`config.mk`:
```
export PLATFORM = sky130hd
export DESIGN_NAME = stream_downsize
export DESIGN_NICKNAME = d
export VERILOG_FILES = /design/src/rtl/stream_pkg.sv /design/src/rtl/stream_downsize.sv
export SDC_FILE = /design/constraint.sdc
export NUM_CORES = 1
export LEC_CHECK = 0
export CAP_MARGIN = 20
export CORE_MARGIN = 4
export CORE_UTILIZATION = 51
export CTS_CLUSTER_DIAMETER = 120
export DETAILED_ROUTE_END_ITERATION = 7
export PLACE_DENSITY = 0.9
export SYNTH_ARGS = -nofsm -noshare
export SYNTH_HDL_FRONTEND = slang
export SYNTH_SLANG_ARGS = --single-unit
export TNS_END_PERCENT = 50
```
`constraint.sdc`:
```
create_clock -name clk -period 3.3 [get_ports clk]
set_input_delay 0.495 -clock clk [delete_from_list [all_inputs] [get_ports clk]]
set_output_delay 0.495 -clock clk [all_outputs]
set_load 0.05 [all_outputs]
```
`src/rtl/stream_pkg.sv`:
```
// Shared stream-width-conversion types: FSM state encoding and the keep clamp.
// Used by both stream_downsize and stream_upsize.
package stream_pkg;

    typedef enum logic {
        ST_IDLE = 1'b0,
        ST_SEND = 1'b1
    } stream_state_t;

    // Limit a keep count to the number of elements a wide word actually has.
    function automatic logic [31:0] keep_clamp(input logic [31:0] keep, input logic [31:0] ratio);
        return (keep > ratio) ? ratio : keep;
    endfunction

endpackage

```
`src/rtl/stream_downsize.sv`:
```
// Wide-to-narrow stream converter: one wide word (T_DATA_RATIO elements) becomes keep narrow beats, element 0 first.
// First narrow beat 1 cycle after acceptance; stalls hold the beat; STREAM_DOWNSIZE_BACK2BACK_EN allows loading on the final beat.
module stream_downsize
    import stream_pkg::*;
#(
    parameter int T_DATA_WIDTH  = 32,
    parameter int T_DATA_RATIO  = 3,
    parameter int T_WIDTH_RATIO = $clog2(T_DATA_RATIO)
) (
    input  logic                                 clk,
    input  logic                                 rst,
    input  logic [T_DATA_RATIO*T_DATA_WIDTH-1:0] s_data_i,
    input  logic [T_WIDTH_RATIO:0]               s_keep_i,
    input  logic                                 s_last_i,
    input  logic                                 s_valid_i,
    output logic                                 s_ready_o,
    output logic [T_DATA_WIDTH-1:0]              m_data_o,
    output logic                                 m_last_o,
    output logic                                 m_valid_o,
    input  logic                                 m_ready_i
);

    localparam int KW = T_WIDTH_RATIO + 1;
    localparam int DW = T_DATA_RATIO * T_DATA_WIDTH;

    stream_state_t   state_q, state_d;
    logic [KW-1:0]   idx_q, idx_d;
    logic [KW-1:0]   keep_q, keep_c;
    logic [DW-1:0]   data_q;
    logic            last_q;
    logic            load;
    logic            accept;
    logic            at_final;

    assign keep_c   = KW'(keep_clamp(32'(s_keep_i), 32'(T_DATA_RATIO)));
    assign at_final = (idx_q == (keep_q - KW'(1)));

    always_ff @(posedge clk) begin
        if (rst) begin
            state_q <= ST_IDLE;
            idx_q   <= '0;
            keep_q  <= '0;
            last_q  <= 1'b0;
            data_q  <= '0;
        end else begin
            state_q <= state_d;
            idx_q   <= idx_d;
            if (load) begin
                data_q <= s_data_i;
                keep_q <= keep_c;
                last_q <= s_last_i;
            end
        end
    end

    always_comb begin
        state_d   = state_q;
        idx_d     = idx_q;
        load      = 1'b0;
        accept    = 1'b0;
        s_ready_o = 1'b0;
        m_valid_o = 1'b0;
        m_last_o  = 1'b0;
        case (state_q)
            ST_IDLE: begin
                s_ready_o = !rst;
                accept    = s_valid_i && s_ready_o;
                // A keep=0 word is swallowed here without leaving IDLE.
                if (accept && (keep_c != '0)) begin
                    load    = 1'b1;
                    idx_d   = '0;
                    state_d = ST_SEND;
                end
            end
            ST_SEND: begin
                m_valid_o = 1'b1;
                m_last_o  = last_q && at_final;
`ifdef STREAM_DOWNSIZE_BACK2BACK_EN
                s_ready_o = !rst && at_final && m_ready_i;
`endif
                accept    = s_valid_i && s_ready_o;
                if (m_ready_i && at_final) begin
                    idx_d = '0;
                    if (accept && (keep_c != '0)) begin
                        load = 1'b1;
                    end else begin
                        state_d = ST_IDLE;
                    end
                end else if (m_ready_i) begin
                    idx_d = idx_q + KW'(1);
                end
            end
            default: state_d = ST_IDLE;
        endcase
    end

    always_comb begin
        m_data_o = '0;
        for (int i = 0; i < T_DATA_RATIO; i++) begin
            if (idx_q == KW'(i)) begin
                m_data_o = data_q[i*T_DATA_WIDTH +: T_DATA_WIDTH];
            end
        end
    end

endmodule
```
### Yosys cells after proc, flatten, opt, wreduce, memory -nomap -nowiden

Index checks and enable logic that the tools add are counted.

* register bits: 104
* bits in latches: 0
* RAM bits: 0
* ROM bits: 0
* input bits: 104
* output and inout bits: 35
* logic and storage cells: 37
* memories: 0

* add/sub/neg operators: 2
* multipliers: 0
* divide/modulo/power cells: 0
* magnitude comparators: 1
* equality and inequality tests: 5
* shifts and indexed selects: 0
* muxes and demuxes: 15
* bitwise gates (word level): 1
* reductions and logical operators: 8

Operator list (count)
* $mux W32: 3
* $mux W3: 4
* $mux W1: 6
* $pmux W3 S2: 1
* $logic_and A1 B1 Y1: 4
* $add A3 B1 Y3 const B: 1
* $eq A3 B1 Y1 const B: 1
* $eq A3 B2 Y1 const B: 1
* $eq A3 B3 Y1: 1
* $gt A3 B2 Y1 const B: 1
* $logic_not A3 Y1: 1
* $ne A3 B2 Y1 const B: 1
* $reduce_bool A3 Y1: 1
* $sub A3 B1 Y3 const B: 1
* $ne A2 B2 Y1 const B: 1
* $pmux W1 S2: 1
* $reduce_and A2 Y1: 1
* $logic_not A1 Y1: 1
* $not A1 Y1: 1

### Logic depth before layout (Yosys ltp)

* word-level depth: 6
* mapped depth: 7
* mapped depth without buffers: 5

### Worst setup path before layout

No wires, ideal clock.

* path type: reg2out
* from: register idx_q[1]
* to: output port m_data_o[0]
* arrival: 2.074 ns
* required time: 2.805 ns
* slack: 0.731 ns
* cell stages (with the launch flop): 7
* path buffers: 1
* path through: dfxtp_1 -> inv_1 -> ha_1 -> nor3b_2 -> clkbuf_1 -> a22oi_1 -> a21oi_1

* cells in the longest elaborated chain, start to end: 4
* elaborated cells between the ends (all ways): 6
* those cells by class: eq/ne (2); mux (3); reduce/logical (1)

RTL lines
* from (decl): RTL line stream_downsize.sv:27 `logic [KW-1:0] idx_q, idx_d;`
* from (signal assigned): RTL line stream_downsize.sv:47 `idx_q <= idx_d;`
* $logic_not A3 Y1: RTL line stream_downsize.sv:100 `if (idx_q == KW'(i)) begin`
* $mux W32 (2 in series): RTL line stream_downsize.sv:100
* $mux W32 (*): RTL line stream_downsize.sv:100
* to (decl): RTL line stream_downsize.sv:17 `output logic [T_DATA_WIDTH-1:0] m_data_o,`

Every way passes the cells marked *; elsewhere a longest branch is shown, timed or not.

### Worst setup path after layout

* from: register keep_q[0]
* to: output port m_last_o

* cells in the longest elaborated chain, start to end: 4

RTL lines
* from (decl): RTL line stream_downsize.sv:28 `logic [KW-1:0] keep_q, keep_c;`
* from (signal assigned): RTL line stream_downsize.sv:50 `keep_q <= keep_c;`
* $sub A3 B1 Y3: RTL line stream_downsize.sv:36 `assign at_final = (idx_q == (keep_q - KW'(1)));`
* $eq A3 B3 Y1: RTL line stream_downsize.sv:36
* $logic_and A1 B1 Y1: RTL line stream_downsize.sv:77 `m_last_o = last_q && at_final;`
* $mux W1: RTL line stream_downsize.sv:64 `case (state_q)`
* to (decl): RTL line stream_downsize.sv:18 `output logic m_last_o,`

No other way between the ends.

==> results_dict.tcl <==
set metrics [dict create \
    r2r_cells 4 \
    gp_congestion 0.895 \
    port_buffers 138 \
    report.final.setup_viol 0 \
    synthesis.area_per_instance_um2 7.77 \
    holdPathStages 2 \
    post_synth_inst_count 607 \
    design.die.area_um2 10800 \
    postSynth.asyncResetShare_pct 0 \
    yosysSeqAreaShare_pct 44.2 \
    achievable-frequency_mhz 326 \
    hpwlAfterDp_mm 9.84 \
    core-area_um2 8850 \
    timing.critical_path.to_type "primary output" \
    power_frac_seq_pct 48.2 \
    synthFlopType "sky130_fd_sc_hd__dfxtp_1" \
    remaining_drcs 0 \
    power_per_cell_area_nw_per_um2 436 \
    min-delay-path-class "flop to flop" \
    regArea_um2 2080 \
    worst_hold_path.endpoint "keep_q[2]$_SDFFE_PP0P_" \
    row_count 34 \
    ys_top_cells_by_area "sky130_fd_sc_hd__dfxtp_1, sky130_fd_sc_hd__a21oi_1, sky130_fd_sc_hd__nand3_1, sky130_fd_sc_hd__o21ai_0, sky130_fd_sc_hd__a22oi_1" \
    run_status "completed" \
    final.setup.tns_ns 0 \
    synthesis.yosys.warnings 0 \
    grt-ovfl-total 0 \
    tritoncts "yes" \
    htree_depth 3 \
    vias 4875 \
    detail-route-antenna-nets 0 \
    utilization_pct 72.2 \
    synth.net_count 716 \
    initial_core_util_pct 53.3 \
    path_max_fanout 3 \
    die-height_um 104 \
    synth.distinct_cells 32 \
    hp-start "keep_q[2]$_SDFFE_PP0P_" \
    grt_max_degree 72 \
    p_int_mw 1.98 \
    grt_util_all_layers_pct 25.6 \
    fill_cells 686 \
    buffers_from_clock_root_to_sink_at_most 2 \
    drtIter0Drc 442 \
    ir_drop_mv 0.242 \
    worst_setup_path_class "flop to primary output" \
    clockPowerShare_pct 29.0 \
    clkTransAtPathRegs_ns 0.10 \
    grt_pass1_vias 4720 \
    detail_route.vias_per_cell 6.00 \
    static-leakage-power_nw 2.29 \
    synth-edff-count 0 \
    post-synth-top-count-cell "sky130_fd_sc_hd__a21oi_1" \
    fin_crit_sh_pct 93.0 \
    synth_top_area_share_pct 44.2 \
    cp.required_ns 2.80 \
    post_cts_resize_count 0 \
    final_net_count 808 \
    crit_arrival_ns 2.57 \
    die_width_um 104 \
    cts_setup_buffers 0 \
    start_kind "flop" \
    yosys.area.top_type "sky130_fd_sc_hd__dfxtp_1" \
    holdBufCountCts 0 \
    synth_seq_cells 104 \
    pwr-share-comb_pct 22.7 \
    p_sw_uw 801 \
    cts_made_buffers 9 \
    totalWireLength_mm 14.1 \
    diodes 0 \
    grt_antenna_before_repair 0 \
    report.final.slew_viol_count 0 \
    area.growth.synth_to_final_pct 35.4 \
    synth_commonest_cells "sky130_fd_sc_hd__a21oi_1, sky130_fd_sc_hd__dfxtp_1, sky130_fd_sc_hd__nand3_1" \
    wire_length_per_cell_um 17.3 \
    r2r-start "state_q$_SDFF_PP0_" \
    drt_pass1_iterations 5 \
    max_cap_viols 0 \
    finalClockSkew_ns 0.00755 \
    finalHoldViolations 0 \
    crit-reg2reg-capture "data_q[12]$_SDFFE_PP0P_" \
    top_level_ports 139 \
    grt_first_pass_wirelength_mm 23.1 \
    rsz_0062_raised_after_global_routing "false" \
    ctsRootBufferMaster "sky130_fd_sc_hd__clkbuf_8" \
    post_synth_instance_area_um2 4710 \
    area_occupied_by_multi_input_gates_um2 2310 \
    p_sw_share_pct 28.7 \
    final_critical_delay_including_setup_and_external_delays_ns 3.07 \
    tightest_slew_ns 0.713 \
    drive_above_1_share_pct 9.52 \
    number_of_clock_sinks_seen_by_cts 104 \
    rrSetupSlack_ns 1.35 \
    max_slew_margin_pct 52.5 \
    clkLatencyLatePin_ns 0.35 \
]
==> cell type report <==
type / count / area share (%)
multi-input cells: 428 / 36.2
clock inverters: 4 / 0.823
repair buffers: 150 / 25.4
well taps: 108 / 2.12
inverters: 6 / 0.353
clock buffers: 12 / 2.43
flip-flops and latches: 104 / 32.6
==> per-layer routing <==
layer	vias to the layer above	part of all wire [%]	global-route usage [%]
met1	2238	43	35.4
met2	241	46	38.2
met5	-	0	0
met4	0	3.0	11.1
met3	32	8.4	5.83
li1	2364	-	-
==> registers in the layout, indices dropped and copies added, names as in the netlist <==
register / count
data_q: 96
idx_q: 3
keep_q: 3
last_q: 1
state_q: 1
==> placed cells by master (no fill, tap or decap), types with 2 or more instances in the layout <==
cell                              instances
sky130_fd_sc_hd__a21oi_1                132
sky130_fd_sc_hd__clkdlybuf4s50_1        105
sky130_fd_sc_hd__dfxtp_1                104
sky130_fd_sc_hd__nand3_1                 97
sky130_fd_sc_hd__o21ai_0                 70
sky130_fd_sc_hd__nor2_1                  36
sky130_fd_sc_hd__a22oi_1                 32
sky130_fd_sc_hd__o21ai_1                 30
sky130_fd_sc_hd__buf_4                   25
sky130_fd_sc_hd__buf_12                  19
sky130_fd_sc_hd__clkbuf_8                11
sky130_fd_sc_hd__inv_1                    6
sky130_fd_sc_hd__ha_1                     5
sky130_fd_sc_hd__nand2_1                  4
sky130_fd_sc_hd__nor3b_4                  2
sky130_fd_sc_hd__xnor2_1                  2
sky130_fd_sc_hd__nor4_1                   2
sky130_fd_sc_hd__a21o_1                   2
sky130_fd_sc_hd__clkinv_4                 2
==> power by group through the flow <==
stage / logic, mW / registers (mW) / clock network, mW
2_1_floorplan: 0.341 / 1.37 / 0
3_3_place_gp: 0.615 / 1.37 / 0
3_5_place_dp: 0.626 / 1.37 / 0
4_1_cts: 0.630 / 1.34 / 0.815
5_1_grt: 0.676 / 1.35 / 0.872
6_report: 0.632 / 1.34 / 0.809
==> worst max path at each step <==
| stage | from | cells after the start | end | slack [ns] |
|---|---|---|---|---|
| after detailed placement | keep_q[0]$_SDFFE_PP0P_ | 6 | m_last_o | 0.61 |
| after floorplan | idx_q[1]$_SDFFE_PP0P_ | 6 | m_data_o[0] | 0.73 |
| final | keep_q[0]$_SDFFE_PP0P_ | 6 | m_last_o | 0.23 |
| after CTS | keep_q[0]$_SDFFE_PP0P_ | 6 | m_last_o | 0.23 |
| after global placement | keep_q[0]$_SDFFE_PP0P_ | 6 | m_last_o | 0.68 |
| after global routing | keep_q[0]$_SDFFE_PP0P_ | 6 | m_last_o | 0.08 |
==> worst max-delay path, stage by stage (launching register included) <==
cell                              delay, ns
sky130_fd_sc_hd__dfxtp_1               0.35
sky130_fd_sc_hd__inv_1                 0.07
sky130_fd_sc_hd__ha_1                  0.31
sky130_fd_sc_hd__xnor2_1               0.15
sky130_fd_sc_hd__nor3_1                0.32
sky130_fd_sc_hd__and3_1                0.22
sky130_fd_sc_hd__clkdlybuf4s50_1       0.81
==> logic make-up after synthesis <==
family                     after synthesis  synth area share, %
AOI/OAI and AO/OA                      269                 30.5
adders and majority gates                5                 1.33
xor gates and xnor gates                 3                0.876
buffers and inverters                   75                 7.30
DFF                                    104                 44.2
and+or+nand+nor                        150                 15.6
muxes                                    1                0.212
==> per-stage QoR <==
step	worst slack, ns	cells	power, mW	instance area [um2]	hold slack, ns
final	0.231	812	2.79	6380	0.450
after detailed placement	0.611	796	2.00	6180	0.438
after CTS	0.228	812	2.79	6380	0.452
after floorplan	0.731	607	1.71	4710	0.409
after global placement	0.679	796	1.98	6180	0.419
after global routing	0.0802	812	2.90	6380	0.475
No activity file was read; power rests on OpenSTA's default activity.
